### config.mk
export PLATFORM = sky130hd
export DESIGN_NAME = ibex_msg_ingress
export DESIGN_NICKNAME = d
export VERILOG_FILES = /design/src/rtl/ibex_msg_pkg.sv /design/src/rtl/ibex_msg_ingress.sv
export SDC_FILE = /design/constraint.sdc
export NUM_CORES = 1
export LEC_CHECK = 0
export CORE_MARGIN = 8
export CORE_UTILIZATION = 47
export DETAILED_ROUTE_END_ITERATION = 8
export PLACE_DENSITY = 0.83
export SETUP_SLACK_MARGIN = 0.1
export SYNTH_ARGS = -nofsm -noshare
export SYNTH_HDL_FRONTEND = slang
export SYNTH_SLANG_ARGS = --single-unit
### constraint.sdc
create_clock -name clk_i -period 3.1 [get_ports clk_i]
set_input_delay 0.62 -clock clk_i [delete_from_list [all_inputs] [get_ports clk_i]]
set_output_delay 0.62 -clock clk_i [all_outputs]
set_load 0.01 [all_outputs]
### src/rtl/ibex_msg_pkg.sv
// ibex_msg_pkg
// Shared definitions for the message ingress path that feeds the MPRF.
//   msg_ingress_state_e : ingress FSM states
//   MsgLenLsb/MsgLenMsb : position of the "payload words - 1" field in a header flit
//   MsgMaxWords         : largest payload the 2-bit length field can describe
//   MsgWordsWidth       : width of the word-count output (holds 1..MsgMaxWords)
package ibex_msg_pkg;

  typedef enum logic [1:0] {
    S_IDLE    = 2'd0,
    S_PAYLOAD = 2'd1,
    S_DROP    = 2'd2,
    S_WAIT    = 2'd3
  } msg_ingress_state_e;

  localparam int unsigned MsgLenLsb     = 0;
  localparam int unsigned MsgLenMsb     = 1;
  localparam int unsigned MsgMaxWords   = 4;
  localparam int unsigned MsgWordsWidth = 3;

endpackage

### src/rtl/ibex_msg_ingress.sv
// ibex_msg_ingress
// Accepts message flits from the network, decodes the header length, writes
// payload words into consecutive MPRF entries starting at MsgBase, then holds
// the message as pending (and stalls the network) until the core acknowledges.
// Ports:
//   clk_i, rst_ni          clock, asynchronous active-low reset
//   net_valid_i/ready_o    network flit handshake
//   net_data_i, net_last_i flit payload and end-of-message marker
//   input_valid_o/addr_o/data_o  MPRF input write port (one pulse per word)
//   len_o                  header length field of the current message
//   msg_pending_o          complete message resident in MPRF
//   msg_words_o            number of words actually written
//   msg_ack_i              core has consumed the message
//   err_o                  one-cycle protocol-error pulse
module ibex_msg_ingress
  import ibex_msg_pkg::*;
#(
  parameter int unsigned DataWidth = 32,
  parameter logic [4:0]  MsgBase   = 5'd1,
  parameter int unsigned MaxWords  = 4
) (
  input  logic                     clk_i,
  input  logic                     rst_ni,
  input  logic                     net_valid_i,
  output logic                     net_ready_o,
  input  logic [DataWidth-1:0]     net_data_i,
  input  logic                     net_last_i,
  output logic                     input_valid_o,
  output logic [4:0]               input_addr_o,
  output logic [DataWidth-1:0]     input_data_o,
  output logic [1:0]               len_o,
  output logic                     msg_pending_o,
  output logic [MsgWordsWidth-1:0] msg_words_o,
  input  logic                     msg_ack_i,
  output logic                     err_o
);

  // MPRF[0] is hardwired zero and the write address must never wrap past 31.
  if ((MsgBase == 5'd0) || (MaxWords == 0) || (MaxWords > MsgMaxWords) ||
      ((32'(MsgBase) + MaxWords) > 32)) begin : gen_bad_cfg
    $error("ibex_msg_ingress: illegal MsgBase/MaxWords combination");
  end

  // Index of the last word this instance may write.
  localparam logic [1:0] LastIdx = 2'(MaxWords - 1);

  msg_ingress_state_e       state_q, state_d;
  logic [1:0]               len_q, len_d;
  logic [2:0]               cnt_q, cnt_d;
  logic                     net_ready_q, net_ready_d;
  logic                     input_valid_q, input_valid_d;
  logic [4:0]               input_addr_q, input_addr_d;
  logic [DataWidth-1:0]     input_data_q, input_data_d;
  logic                     msg_pending_q, msg_pending_d;
  logic [MsgWordsWidth-1:0] msg_words_q, msg_words_d;
  logic                     err_q, err_d;

  logic       accept;
  logic [1:0] last_idx;
  logic       at_end;

  assign accept = net_valid_i && net_ready_q;

  // The header length is clamped to what the instance can hold, so a build
  // with a smaller MaxWords treats longer headers as overlong messages.
  assign last_idx = (len_q < LastIdx) ? len_q : LastIdx;
  assign at_end   = (cnt_q == {1'b0, last_idx});

  // Next-state and next-output computation for the ingress FSM. Every output
  // is computed here and registered below, so consumers only see flop outputs.
  always_comb begin
    state_d       = state_q;
    len_d         = len_q;
    cnt_d         = cnt_q;
    input_valid_d = 1'b0;
    input_addr_d  = input_addr_q;
    input_data_d  = input_data_q;
    msg_pending_d = msg_pending_q;
    msg_words_d   = msg_words_q;
    err_d         = 1'b0;

    case (state_q)
      S_IDLE: begin
        if (accept) begin
          if (net_last_i) begin
            // A header with no payload is a protocol error; nothing to store.
            err_d = 1'b1;
          end else begin
            len_d   = net_data_i[MsgLenMsb:MsgLenLsb];
            cnt_d   = '0;
            state_d = S_PAYLOAD;
          end
        end
      end

      S_PAYLOAD: begin
        if (accept) begin
          input_valid_d = 1'b1;
          input_addr_d  = MsgBase + 5'(cnt_q);
          input_data_d  = net_data_i;
          cnt_d         = cnt_q + 3'd1;
          if (net_last_i) begin
            // Normal end, or truncated if the header promised more words.
            state_d     = S_WAIT;
            msg_words_d = cnt_q + 3'd1;
            err_d       = !at_end;
          end else if (at_end) begin
            // Overlong: this word is kept, the rest is drained in S_DROP.
            state_d     = S_DROP;
            msg_words_d = cnt_q + 3'd1;
            err_d       = 1'b1;
          end
        end
      end

      S_DROP: begin
        if (accept && net_last_i) begin
          state_d = S_WAIT;
        end
      end

      S_WAIT: begin
        // Pending rises one cycle after entry, i.e. after the final write
        // strobe has been presented to the MPRF.
        msg_pending_d = 1'b1;
        if (msg_ack_i) begin
          state_d       = S_IDLE;
          msg_pending_d = 1'b0;
        end
      end

      default: begin
        state_d = S_IDLE;
      end
    endcase
  end

  // Ready is registered from the next state so the network is stalled from
  // the very cycle the FSM enters S_WAIT.
  assign net_ready_d = (state_d != S_WAIT);

  // State and registered outputs; reset drops any in-flight message.
  always_ff @(posedge clk_i or negedge rst_ni) begin
    if (!rst_ni) begin
      state_q       <= S_IDLE;
      len_q         <= '0;
      cnt_q         <= '0;
      net_ready_q   <= 1'b0;
      input_valid_q <= 1'b0;
      input_addr_q  <= '0;
      input_data_q  <= '0;
      msg_pending_q <= 1'b0;
      msg_words_q   <= '0;
      err_q         <= 1'b0;
    end else begin
      state_q       <= state_d;
      len_q         <= len_d;
      cnt_q         <= cnt_d;
      net_ready_q   <= net_ready_d;
      input_valid_q <= input_valid_d;
      input_addr_q  <= input_addr_d;
      input_data_q  <= input_data_d;
      msg_pending_q <= msg_pending_d;
      msg_words_q   <= msg_words_d;
      err_q         <= err_d;
    end
  end

  assign net_ready_o   = net_ready_q;
  assign input_valid_o = input_valid_q;
  assign input_addr_o  = input_addr_q;
  assign input_data_o  = input_data_q;
  assign len_o         = len_q;
  assign msg_pending_o = msg_pending_q;
  assign msg_words_o   = msg_words_q;
  assign err_o         = err_q;

endmodule

# Word-level counts from Yosys, hierarchy flattened
# Cells that the tools add are included.
op_classes:
  n_addsub: 2
  n_lt_le_gt_ge: 1
  eq_ne: 8
  muxes: 24
  bitwise_logic: 1
  reduce_logical: 10
op_table:
  columns: ["operator", "count"]
  rows:
  - ["$mux 2", 8]
  - ["$mux 3", 5]
  - ["$mux 1", 8]
  - ["$ne 2x2->1 const B", 4]
  - ["$pmux 2 s4", 1]
  - ["$pmux 3 s2", 1]
  - ["$reduce_and 3->1", 2]
  - ["$add 1x3->4 const A", 1]
  - ["$eq 2x2->1 const B", 2]
  - ["$reduce_and 4->1", 1]
  - ["$reduce_bool 2->1", 2]
  - ["$add 3x1->3 const B", 1]
  - ["$eq 3x2->1", 1]
  - ["$eq 2x1->1 const B", 1]
  - ["$logic_and 1x1->1", 2]
  - ["$logic_not 2->1", 1]
  - ["$lt 2x2->1 const B", 1]
  - ["$pmux 1 s2", 1]
  - ["$reduce_and 2->1", 1]
  - ["$logic_not 1->1", 1]
  - ["$not 1->1", 1]
totals:
  ff_bits: 51
  out_inout_bits: 46

# Logic depth before layout (Yosys ltp)
# Gate-level depths: netlist (run 1).
depth:
  word_depth: 8
  ltp_mapped: 5
  depth_no_buf: 5

# Least setup slack after synthesis (run 1)
# Ideal clock, no wire load.
synth_path:
  path_kind: "register to register"
  from: "reg len_q[1] (netlist: len_o[1])"
  to: "reg msg_words_q[1] (netlist: msg_words_o[1])"
  setup_ps: 127
  arrival_time_ps: 1576
  t_required_ps: 2973
  path_slack_ps: 1397
  path_stages_with_launch: 6
  n_path_buf: 0
  synth_period_minus_slack_ps: 1703
  path_cell_list: "dfrtp_1 -> xor2_1 -> or3_1 -> ha_1 -> nor2_1 -> mux2_1"
synth_via:
  elab_chain_cells: 5
synth_rtl:
  columns: ["element", "line", "source"]
  rows:
  - ["start, declared", "ibex_msg_ingress.sv:48", "logic [1:0] len_q, len_d;"]
  - ["start signal, assigned", "ibex_msg_ingress.sv:157", "len_q <= len_d;"]
  - ["$lt 2x2->1", "ibex_msg_ingress.sv:66", "assign last_idx = (len_q < LastIdx) ? len_q : LastIdx;"]
  - ["$mux 2 *", "ibex_msg_ingress.sv:66", null]
  - ["$eq 3x2->1 *", "ibex_msg_ingress.sv:67", "assign at_end = (cnt_q == {1'b0, last_idx});"]
  - ["$reduce_bool 2->1 (no line) *", null, null]
  - ["$reduce_and 3->1 (no line) *", null, null]
  - ["end signal, assigned", "ibex_msg_ingress.sv:164", "msg_words_q <= msg_words_d;"]
  - ["end, declared", "ibex_msg_ingress.sv:55", "logic [MsgWordsWidth-1:0] msg_words_q, msg_words_d;"]
# Mark *: on every way between the ends. The rest lies on a longest branch, timed or not.
# A chain may end at the register's enable or synchronous reset.

# Worst setup path in the final report (run 1)
layout_path:
  from: "reg net_ready_q (netlist: net_ready_o)"
  to: "out net_ready_o"
layout_rtl:
  columns: ["element", "line", "source"]
  rows:
  - ["start, declared", "ibex_msg_ingress.sv:50", "logic net_ready_q, net_ready_d;"]
  - ["start signal, assigned", "ibex_msg_ingress.sv:159", "net_ready_q <= net_ready_d;"]
  - ["end, declared", "ibex_msg_ingress.sv:25", "output logic net_ready_o,"]
# No word-level cell between the ends.

==> results by group, run 1 <==
GRT
  • First-pass GRT wire length: 7960 µm
  • Antenna violations before repair: 0
  • GR Util All Layers: 14.0%
  • Global route hottest layer: met1
  • Vias in the first global route: 1,456
  • Largest net degree at the start of global routing: 47
  • Met2 usage: 19.2%
  • M1 GR Usage: 19.6%
  • Grt ovf: 0
  • Met3 track demand over resource: 5.57%

Floorplanning
  • Num rows: 24
  • Die area: 7020 µm²
  • Num ports: 83
  • Starting density of the core: 49.3%
  • DIE HEIGHT: 83.8 µm
  • Core Footprint: 4380 µm²
  • Die W: 83.8 µm

Setup path
  • Crit path max-delay family: buffers and inverters
  • CP max stage cell: clkdlybuf4s50_1
  • Crit. End Element: output pin
  • CP Buf/Inv Count: 1
  • Critical Path RT: 2480 ps
  • Crit Path Class: register to output pin
  • Crit-path max FO: 5
  • Max incr delay on CP: 580 ps
  • R2r setup slk: 1310 ps
  • WP data arrival: 1330 ps
  • CP cell instances: clkdlybuf4s50_1
  • Crit path launch type: register

Yosys
  • Commonest cells in the netlist: dfrtp_1, mux2_4, nand2_1, o21ai_0, nand2b_1
  • Post-synth ARST share: 100%
  • Post-synth top area share: 57.9%
  • Synth Area in Compound Gates: 5.39%
  • Seq cells post-synth: 50
  • Synthesized area per cell: 15.3 µm²
  • Most numerous cell in the Yosys netlist: dfrtp_1
  • Combinational family with the most area after synthesis: multiplexers
  • EDFF count, synth: 0
  • Biggest area consumer among synthesized cells: dfrtp_1
  • Area share of and/or/nand/nor cells after synthesis: 6.08%
  • Fraction of synthesized area in multiplexers: 24.8%
  • Synth Area in XOR/XNOR: 1.22%
  • Mapped cell area: 2160 µm²
  • Syn Nets: 180
  • Synth top area cells: dfrtp_1, mux2_4, mux2_2
  • Most used DFF post-synth: dfrtp_1
  • Adder-Cell Fraction of Synth Area: 1.16%
  • Synth unique cells: 33
  • Post-synthesis sequential area ratio: 57.9%
  • Ys Warns: 0
  • Mapped Cells: 141

Routing
  • Drt first-iter violations: 42
  • DRC: 0
  • First-pass DRT Iterations: 3
  • WL final: 4800 µm
  • WL/cell: 17.3 µm
  • Drt via density: 5.05
  • Antenna viol nets, final: 0
  • Vias: 1,403

Power
  • Flop pwr share: 37.3%
  • Sw frac: 30.8%
  • Switching pwr: 991 µW
  • Power Dens Cells: 1040 nW/µm²
  • Leakage: 1.45 nW
  • Clock power frac: 12.7%
  • Comb pwr share: 49.9%
  • Maximum VDD drop: 0.689 mV
  • Internal: 2.23 mW

Clocking
  • CTS sink count: 50
  • Clock Pin Slew Worst Setup and Hold Paths: 90 ps
  • Clock latency on the worst-skew pair: 300 ps
  • CTS Buf Count: 5
  • H-tree depth: 2
  • CTS resizes: 0
  • Setup Buffers After CTS: 0
  • CTS tree: built
  • Root Driver: clkbuf_8
  • Hold Buf Count CTS: 0
  • Clock Path Buffers: 2

STA
  • Setup TNS: 0 ps
  • Final setup viols: 0
  • Max-slew violations: 0
  • Fin. Hold Viols: 0
  • Least-Margin Pin Slew: 722 ps
  • Tmin final: 1950 ps
  • Max Clock Skew: 5.04 ps
  • Worst slew margin: 51.8%
  • Tcrit/Tclk final: 62.9%
  • RSZ-0062 raised after global routing: false
  • Fmax achieved: 513 MHz

Placement
  • Placed instance area: 3010 µm²
  • GP Congestion: 0.783
  • I/O Buffers: 81
  • HPWL after detailed placement: 3670 µm

Layout
  • Fraction of layout cells with a size suffix above 1: 23.0%
  • Fill cells: 307
  • Final net count: 264
  • Area Overhead vs Synth: 44.1%
  • Final instance area: 3110 µm²
  • Ant diodes: 0

Run status
  • Status: completed

Job
  • Max-Cap Viols: 0

Hold path
  • Hold crit path type: primary input to async pin
[sequential cells by signal, summed over array words and instances (netlist names)]
signal and flops:
state_q 2, msg_words_o 3, cnt_q 3, input_valid_o 1, input_addr_o 4, len_o 2, input_data_o 32, msg_pending_o 1
net_ready_o 1, err_o 1
[worst paths after layout]
kind | from | endpoint | cells after the start
max in group asynchronous | rst_ni | msg_pending_o | 2
min | rst_ni | input_data_o[26] | 1
max reg2reg | cnt_q[0] | msg_words_o[1] | 5
min in group clk_i | input_addr_o[2] | input_addr_o[2] | 2
min reg2reg | input_addr_o[2] | input_addr_o[2] | 2
max | net_ready_o | net_ready_o | 1
[layout make-up]
class                   count  area [µm²]  share of cell area [%]
clock buffers               7        96.3                    3.09
inverters                   3        11.3                   0.362
well taps                  52        65.1                    2.09
clock inverters             1        8.76                   0.281
multi-input cells          81         840                    27.0
repair buffers             84         841                    27.0
flip-flops and latches     50        1250                    40.2
[routing by layer]
layer,vias up,part of all wire (%)
li1,663,-
met2,62,41
met4,0,1.2
met5,-,0
met3,7,7.6
met1,671,50
[logic make-up (layout without fill, tap and decap cells)]
kind of cell               after synthesis  in the layout
DFF                                     50             50
muxes                                   37             37
and+or+nand+nor                         21             21
AOI/OAI and AO/OA                       17             17
buffers and inverters                   10             95
xor gates and xnor gates                 3              3
adders and majority gates                2              2
other                                    1              1
[power groups by stage]
stage,clock network (mW),registers (mW),logic [mW]
finish,0.411,1.20,1.61
global route,0.457,1.25,1.73
CTS,0.428,1.21,1.64
detailed placement,0,1.22,1.63
global placement,0,1.21,1.61
floorplan,0,1.31,0.752
[placed cells by master (no fill, tap or decap), types with 2 or more instances in the layout]
master / synthesis / layout
clkdlybuf4s50_1: 0 / 80
dfrtp_1: 50 / 50
mux2_4: 32 / 32
clkbuf_8: 0 / 7
nand2_1: 6 / 6
o21ai_0: 6 / 6
nand2b_1: 5 / 5
mux2_2: 4 / 4
xor2_1: 3 / 3
inv_1: 2 / 2
nor2_1: 2 / 2
a22o_1: 2 / 2
o31ai_1: 2 / 2
ha_1: 2 / 2
buf_4: 2 / 2
[per-stage QoR]
stage	hold slack [ps]	total power, mW	cells	utilization (%)	worst slack, ps
4_1_cts	382	3.27	278	71.0	1120
2_1_floorplan	324	2.07	141	-	1400
3_5_place_dp	468	2.85	270	68.6	866
5_1_grt	427	3.43	278	71.0	1090
6_report	366	3.22	278	71.0	1150
3_3_place_gp	461	2.81	270	68.6	909
Note: power is estimated with default switching activity, not from simulation.
==> inputs of run 2 (changes only) <==
Settings changed: CORE_UTILIZATION 47 to 39, PLACE_DENSITY 0.83 to 0.73.
Clock period 3.1 ns to 1.7 ns, I/O delays scaled along.
==> run 2 against run 1 <==
Cell area increased by 6.4%. Utilization decreased by 10 points. Clock skew increased by 4.2 ps. Clock power increased by 95%. Worst hold slack got worse by 360 ps. Sequential cell count unchanged. Sequential share of layout area decreased by 2.4 points. Sequential power increased by 79%. Register-to-register slack got worse by 1300 ps. Combinational power increased by 99%. Highest routed layer unchanged.
==> results by group, run 2 (synthesis results as in run 1) <==
GRT
  • Grt ovf: 0 (unchanged)
  • Vias in the first global route: 1,598 (+9.8%)
  • First-pass GRT wire length: 8400 µm (+5.6%)
  • Largest net degree at the start of global routing: 51 (+8.5%)
  • GR Util All Layers: 12.8% (-1.2 points)
  • Antenna violations before repair: 0 (unchanged)

Floorplanning
  • Die W: 90.4 µm (+7.9%)
  • Core Footprint: 5440 µm² (+24%)
  • Die area: 8180 µm² (+16%)
  • Starting density of the core: 39.7% (-9.6 points)
  • Num rows: 27 (+13%)
  • Num ports: 83 (unchanged)
  • DIE HEIGHT: 90.4 µm (+7.9%)

Layout
  • Max reg flops: 32 (unchanged)
  • Most frequent cells in the layout: clkdlybuf4s50_1, dfrtp_1, mux2_4, buf_4
  • Ant diodes: 0 (unchanged)
  • Area Overhead vs Synth: 53.3%
  • Finished Core Util: 60.9% (-10 points)
  • FF/Latch Area: 1250 µm² (+0.20%)
  • Final net count: 279 (+5.7%)
  • Most common cell after layout, fill and taps aside: clkdlybuf4s50_1
  • Area of the multi-input gates: 877 µm² (+4.5%)
  • Fraction of layout cells with a size suffix above 1: 31.1% (+8.1 points)
  • Fill cells: 447 (+46%)

Placement
  • Place WS: -183 ps (-1050 ps)
  • HPWL after detailed placement: 3850 µm (+4.9%)
  • I/O Buffers: 81 (unchanged)
  • GP Congestion: 0.776 (-0.82%)

Clocking
  • CTS sink count: 50 (unchanged)
  • Root Driver: clkbuf_8
  • Clock Path Buffers: 2 (unchanged)
  • Clock Pin Slew Worst Setup and Hold Paths: 90 ps (about the same)
  • Clock latency on the worst-skew pair: 290 ps (about the same)
  • H-tree depth: 2 (unchanged)
  • CTS Buf Count: 5 (unchanged)
  • CTS tree: built

Routing
  • Antenna viol nets, final: 0 (unchanged)
  • Vias: 1,464 (+4.3%)
  • Drt first-iter violations: 61 (+45%)
  • DRC: 0 (unchanged)
  • Drt via density: 4.68 (-7.3%)
  • WL final: 5180 µm (+8.0%)
  • WL/cell: 16.5 µm (-4.1%)
  • First-pass DRT Iterations: 4 (+1)

Setup path
  • Crit Path Class: register to register
  • Crit path launch type: register
  • WP data arrival: 1860 ps (+530 ps)
  • Critical Path RT: 1880 ps (-600 ps)
  • Crit-path max FO: 2 (-3)
  • Crit. End Element: register

STA
  • Tmin final: 1680 ps
  • Fin worst setup slack: 20.1 ps (-1130 ps)
  • Max Clock Skew: 9.29 ps (+4.25 ps)
  • Fin. Hold Viols: 0 (unchanged)
  • Max-slew violations: 0 (unchanged)
  • Fmax achieved: 595 MHz
  • Tcrit/Tclk final: 98.8%
  • RSZ-0062 raised after global routing: true
  • Final setup viols: 0 (unchanged)

Hold path
  • Hold crit path type: primary input to async pin

Power
  • Maximum VDD drop: 0.872 mV (+27%)
  • Leakage: 1.60 nW (+9.9%)
  • Power Dens Cells: 1860 nW/µm² (+79%)

Job
  • Max-Cap Viols: 0 (unchanged)

Run status
  • Status: completed
-- run 2: path summary, 6_finish.rpt --
path	start	end	slack, ps	depth (start not counted)
hold / removal	rst_ni	msg_words_o[1]	6	2
setup reg to reg	cnt_q[1]	msg_words_o[1]	20	5
setup / recovery	cnt_q[1]	msg_words_o[1]	20	5
hold reg to reg	input_addr_o[3]	input_addr_o[3]	490	2
min in group clk_i	input_addr_o[3]	input_addr_o[3]	490	2
max in group asynchronous	rst_ni	net_ready_o	1450	2
-- run 2: power breakdown --
group | internal (mW) | switching [mW]
Combinational | 2.03 | 1.18
Sequential | 1.79 | 0.359
Clock | 0.433 | 0.368
-- run 2: layout make-up --
type	instances	area share, %
clock inverter	3	1.21
inverter	3	0.340
multi-input combinational	81	26.5
tap	72	2.72
timing repair buffer	99	29.3
sequential	50	37.8
clock buffer	5	2.08
-- run 2: metal layers --
metal	GRT usage [%]	part of all wire, %	vias up
li1	-	-	694
met1	13.4	39	734
met2	23.5	55	31
met3	4.16	4.8	5
met4	4.16	0.91	0
met5	0	0	-
-- run 2: critical path: stages (launching register included) --
cell and delay, ps:
dfrtp_1 400, xor2_1 180, or3_4 390, ha_4 180
nor2_4 90, mux2_1 320
-- run 2: stage by stage --
stage | total power [mW] | cells | area (µm²) | hold slack [ps] | TNS [ps]
6_report | 6.15 | 313 | 3310 | 6.43 | 0
5_1_grt | 6.53 | 313 | 3310 | 18.9 | -28.4
4_1_cts | 6.20 | 312 | 3270 | 16.1 | 0
3_5_place_dp | 5.35 | 304 | 3140 | 347 | -4580
3_3_place_gp | 5.27 | 304 | 3140 | 348 | -3030
2_1_floorplan | 3.77 | 141 | 2160 | 44.4 | 0
-- run 2: repair_timing --
item | in CTS | in global routing
setup buffers | 0 | 1
setup endpoints to repair | 8 | 40
hold buffers | 0 | 0
gates resized for setup | 11 | 11
==> inputs of run 3 (changes only) <==
Settings changed: CORE_UTILIZATION 39 to 41, CTS_BUF_LIST set to sky130_fd_sc_hd__clkbuf_4, PLACE_DENSITY 0.73 to 0.77.
==> run 3 against run 2 <==
Highest routed layer unchanged. Cell count is 0.32% higher. Routed wire length is 1.0% higher. Die area down 4.0%. Cell area shrank 1.9%. Fmax grew 3.5%. Sequential cell count unchanged. Utilization up 2.7 points.
==> results by group, run 3 (synthesis results as in run 1) <==
Placement
  • Place WS: -150 ps (+32.8 ps)
  • HPWL after detailed placement: 4000 µm (+3.9%)
  • I/O Buffers: 81 (unchanged)
  • GP Congestion: 0.725 (-6.6%)
  • Placed instance area: 3150 µm² (+0.32%)
  • Dpl cells: 302 (-0.66%)

Setup path
  • R2r setup slk: 80 ps (+60 ps)
  • Critical Path RT: 1960 ps (+80 ps)
  • WP data arrival: 1890 ps (+30 ps)
  • Crit path launch type: register
  • Crit Path Class: register to register
  • CP Buf/Inv Count: 0 (unchanged)
  • CP max stage cell: dfrtp_1
  • Crit-path max FO: 2 (unchanged)
  • Crit. End Element: register
  • Max incr delay on CP: 410 ps (about the same)
  • Crit path max-delay family: simple AND/OR/NAND/NOR gates
  • CP cell instances: xor2_1 -> or3_4 -> ha_4 -> nor2_4 -> mux2_4

Floorplanning
  • Num ports: 83 (unchanged)
  • DIE HEIGHT: 88.6 µm (-2.0%)
  • Die W: 88.6 µm (-2.0%)
  • Die area: 7850 µm² (-4.0%)
  • Starting density of the core: 42.3% (+2.6 points)
  • Num rows: 26 (-3.7%)
  • Core Footprint: 5110 µm² (-6.1%)

Layout
  • Final net count: 282 (+1.1%)
  • Cell Count, Final, Fillers Out: 314 (+0.32%)
  • Area Overhead vs Synth: 50.4%
  • Most common cell after layout, fill and taps aside: dfrtp_1
  • Fraction of layout cells with a size suffix above 1: 31.1% (about the same)
  • Fill cells: 417 (-6.7%)
  • Max reg flops: 32 (unchanged)
  • Most frequent cells in the layout: dfrtp_1, dlygate4sd2_1, clkdlybuf4s50_1, mux2_4, buf_4
  • Final instance area: 3250 µm² (-1.9%)
  • Ant diodes: 0 (unchanged)

Job
  • Max-Cap Viols: 0 (unchanged)

Routing
  • Drt via density: 4.74 (+1.2%)
  • Vias: 1,487 (+1.6%)
  • Drt first-iter violations: 46 (-25%)
  • WL final: 5230 µm (+1.0%)
  • WL/cell: 16.7 µm (+0.72%)
  • Antenna viol nets, final: 0 (unchanged)
  • First-pass DRT Iterations: 3 (-1)
  • DRC: 0 (unchanged)

GRT
  • Antenna violations before repair: 0 (unchanged)
  • Largest net degree at the start of global routing: 33 (-35%)
  • Vias in the first global route: 1,647 (+3.1%)
  • First-pass GRT wire length: 8420 µm (+0.32%)
  • Grt ovf: 0 (unchanged)
  • GR Util All Layers: 13.9% (+1.1 points)

Power
  • Total power: 5.76 mW (-6.4%)
  • Power Dens Cells: 1770 nW/µm² (-4.6%)
  • Maximum VDD drop: 0.708 mV (-19%)
  • Leakage: 1.63 nW (+2.0%)

STA
  • Tcrit/Tclk final: 95.5% (-3.4 points)
  • RSZ-0062 raised after global routing: true
  • Final setup viols: 0 (unchanged)
  • Fin worst setup slack: 77.1 ps (+57.0 ps)
  • Max Clock Skew: 8.75 ps (-0.536 ps)
  • Tightest hold margin: 455 ps (+449 ps)
  • Max-slew violations: 0 (unchanged)
  • Fin. Hold Viols: 0 (unchanged)
  • Tmin final: 1620 ps (-57.0 ps)
  • Fmax achieved: 616 MHz (+3.5%)

Clocking
  • Root Driver: clkbuf_4
  • CTS sink count: 50 (unchanged)
  • Clock Path Buffers: 2 (unchanged)
  • CTS tree: built
  • CTS Buf Count: 5 (unchanged)
  • H-tree depth: 2 (unchanged)
  • Clock latency on the worst-skew pair: 360 ps (+70 ps)
  • Clock Pin Slew Worst Setup and Hold Paths: 140 ps (+50 ps)

Hold path
  • Hold crit path type: primary input to async pin

Run status
  • Status: completed
## run 3: path summary, 6_finish.rpt
check	cells after the start	to	from
worst min register to register	1	msg_pending_o	msg_pending_o
worst max register to register	5	msg_words_o[1]	len_o[0]
worst min-delay path	2	input_data_o[26]	rst_ni
min in group clk_i	1	msg_pending_o	msg_pending_o
max in group asynchronous	3	net_ready_o	rst_ni
worst max-delay path	5	msg_words_o[1]	len_o[0]
## run 3: what timing repair did
| action | 4_1_cts | 5_1_grt |
|---|---|---|
| resized for setup | 50 | 6 |
| endpoints found under the hold margin | 18 | 0 |
| setup endpoints to repair | 47 | 5 |
| hold buffers | 1 | 0 |
| pin swaps | 3 | 1 |
| setup buffers | 2 | 1 |
## run 3: cell type report
| type | instances | area (µm²) | area share [%] |
|---|---|---|---|
| Sequential cell | 50 | 1250 | 38.5 |
| Timing Repair Buffer | 102 | 940 | 28.9 |
| Multi-Input combinational cell | 81 | 877 | 27.0 |
| Tap cell | 70 | 87.6 | 2.69 |
| Clock buffer | 6 | 45.0 | 1.39 |
| Clock inverter | 2 | 37.5 | 1.15 |
| Inverter | 3 | 11.3 | 0.346 |
## run 3: power by group
group	internal [mW]	switching, mW	total [mW]
registers	1.78	0.352	2.13
logic	1.76	1.17	2.93
clock network	0.327	0.370	0.696
total	3.87	1.89	5.76
## run 3: per-stage QoR
| step | util, % | TNS, ps |
|---|---|---|
| final | 63.6 | 0 |
| after global placement | 61.7 | -2450 |
| after CTS | 63.0 | 0 |
| after detailed placement | 61.7 | -3470 |
| after global routing | 63.6 | 0 |
| after floorplan | - | 0 |
## run 3: routing by layer
metal | wire length [µm] | up-vias | GRT usage [%]
li1 | - | 699 | -
met1 | 2480 | 723 | 17.7
met2 | 2310 | 61 | 22.5
met3 | 399 | 4 | 4.55
met4 | 36 | 0 | 2.76
met5 | 0 | - | 0
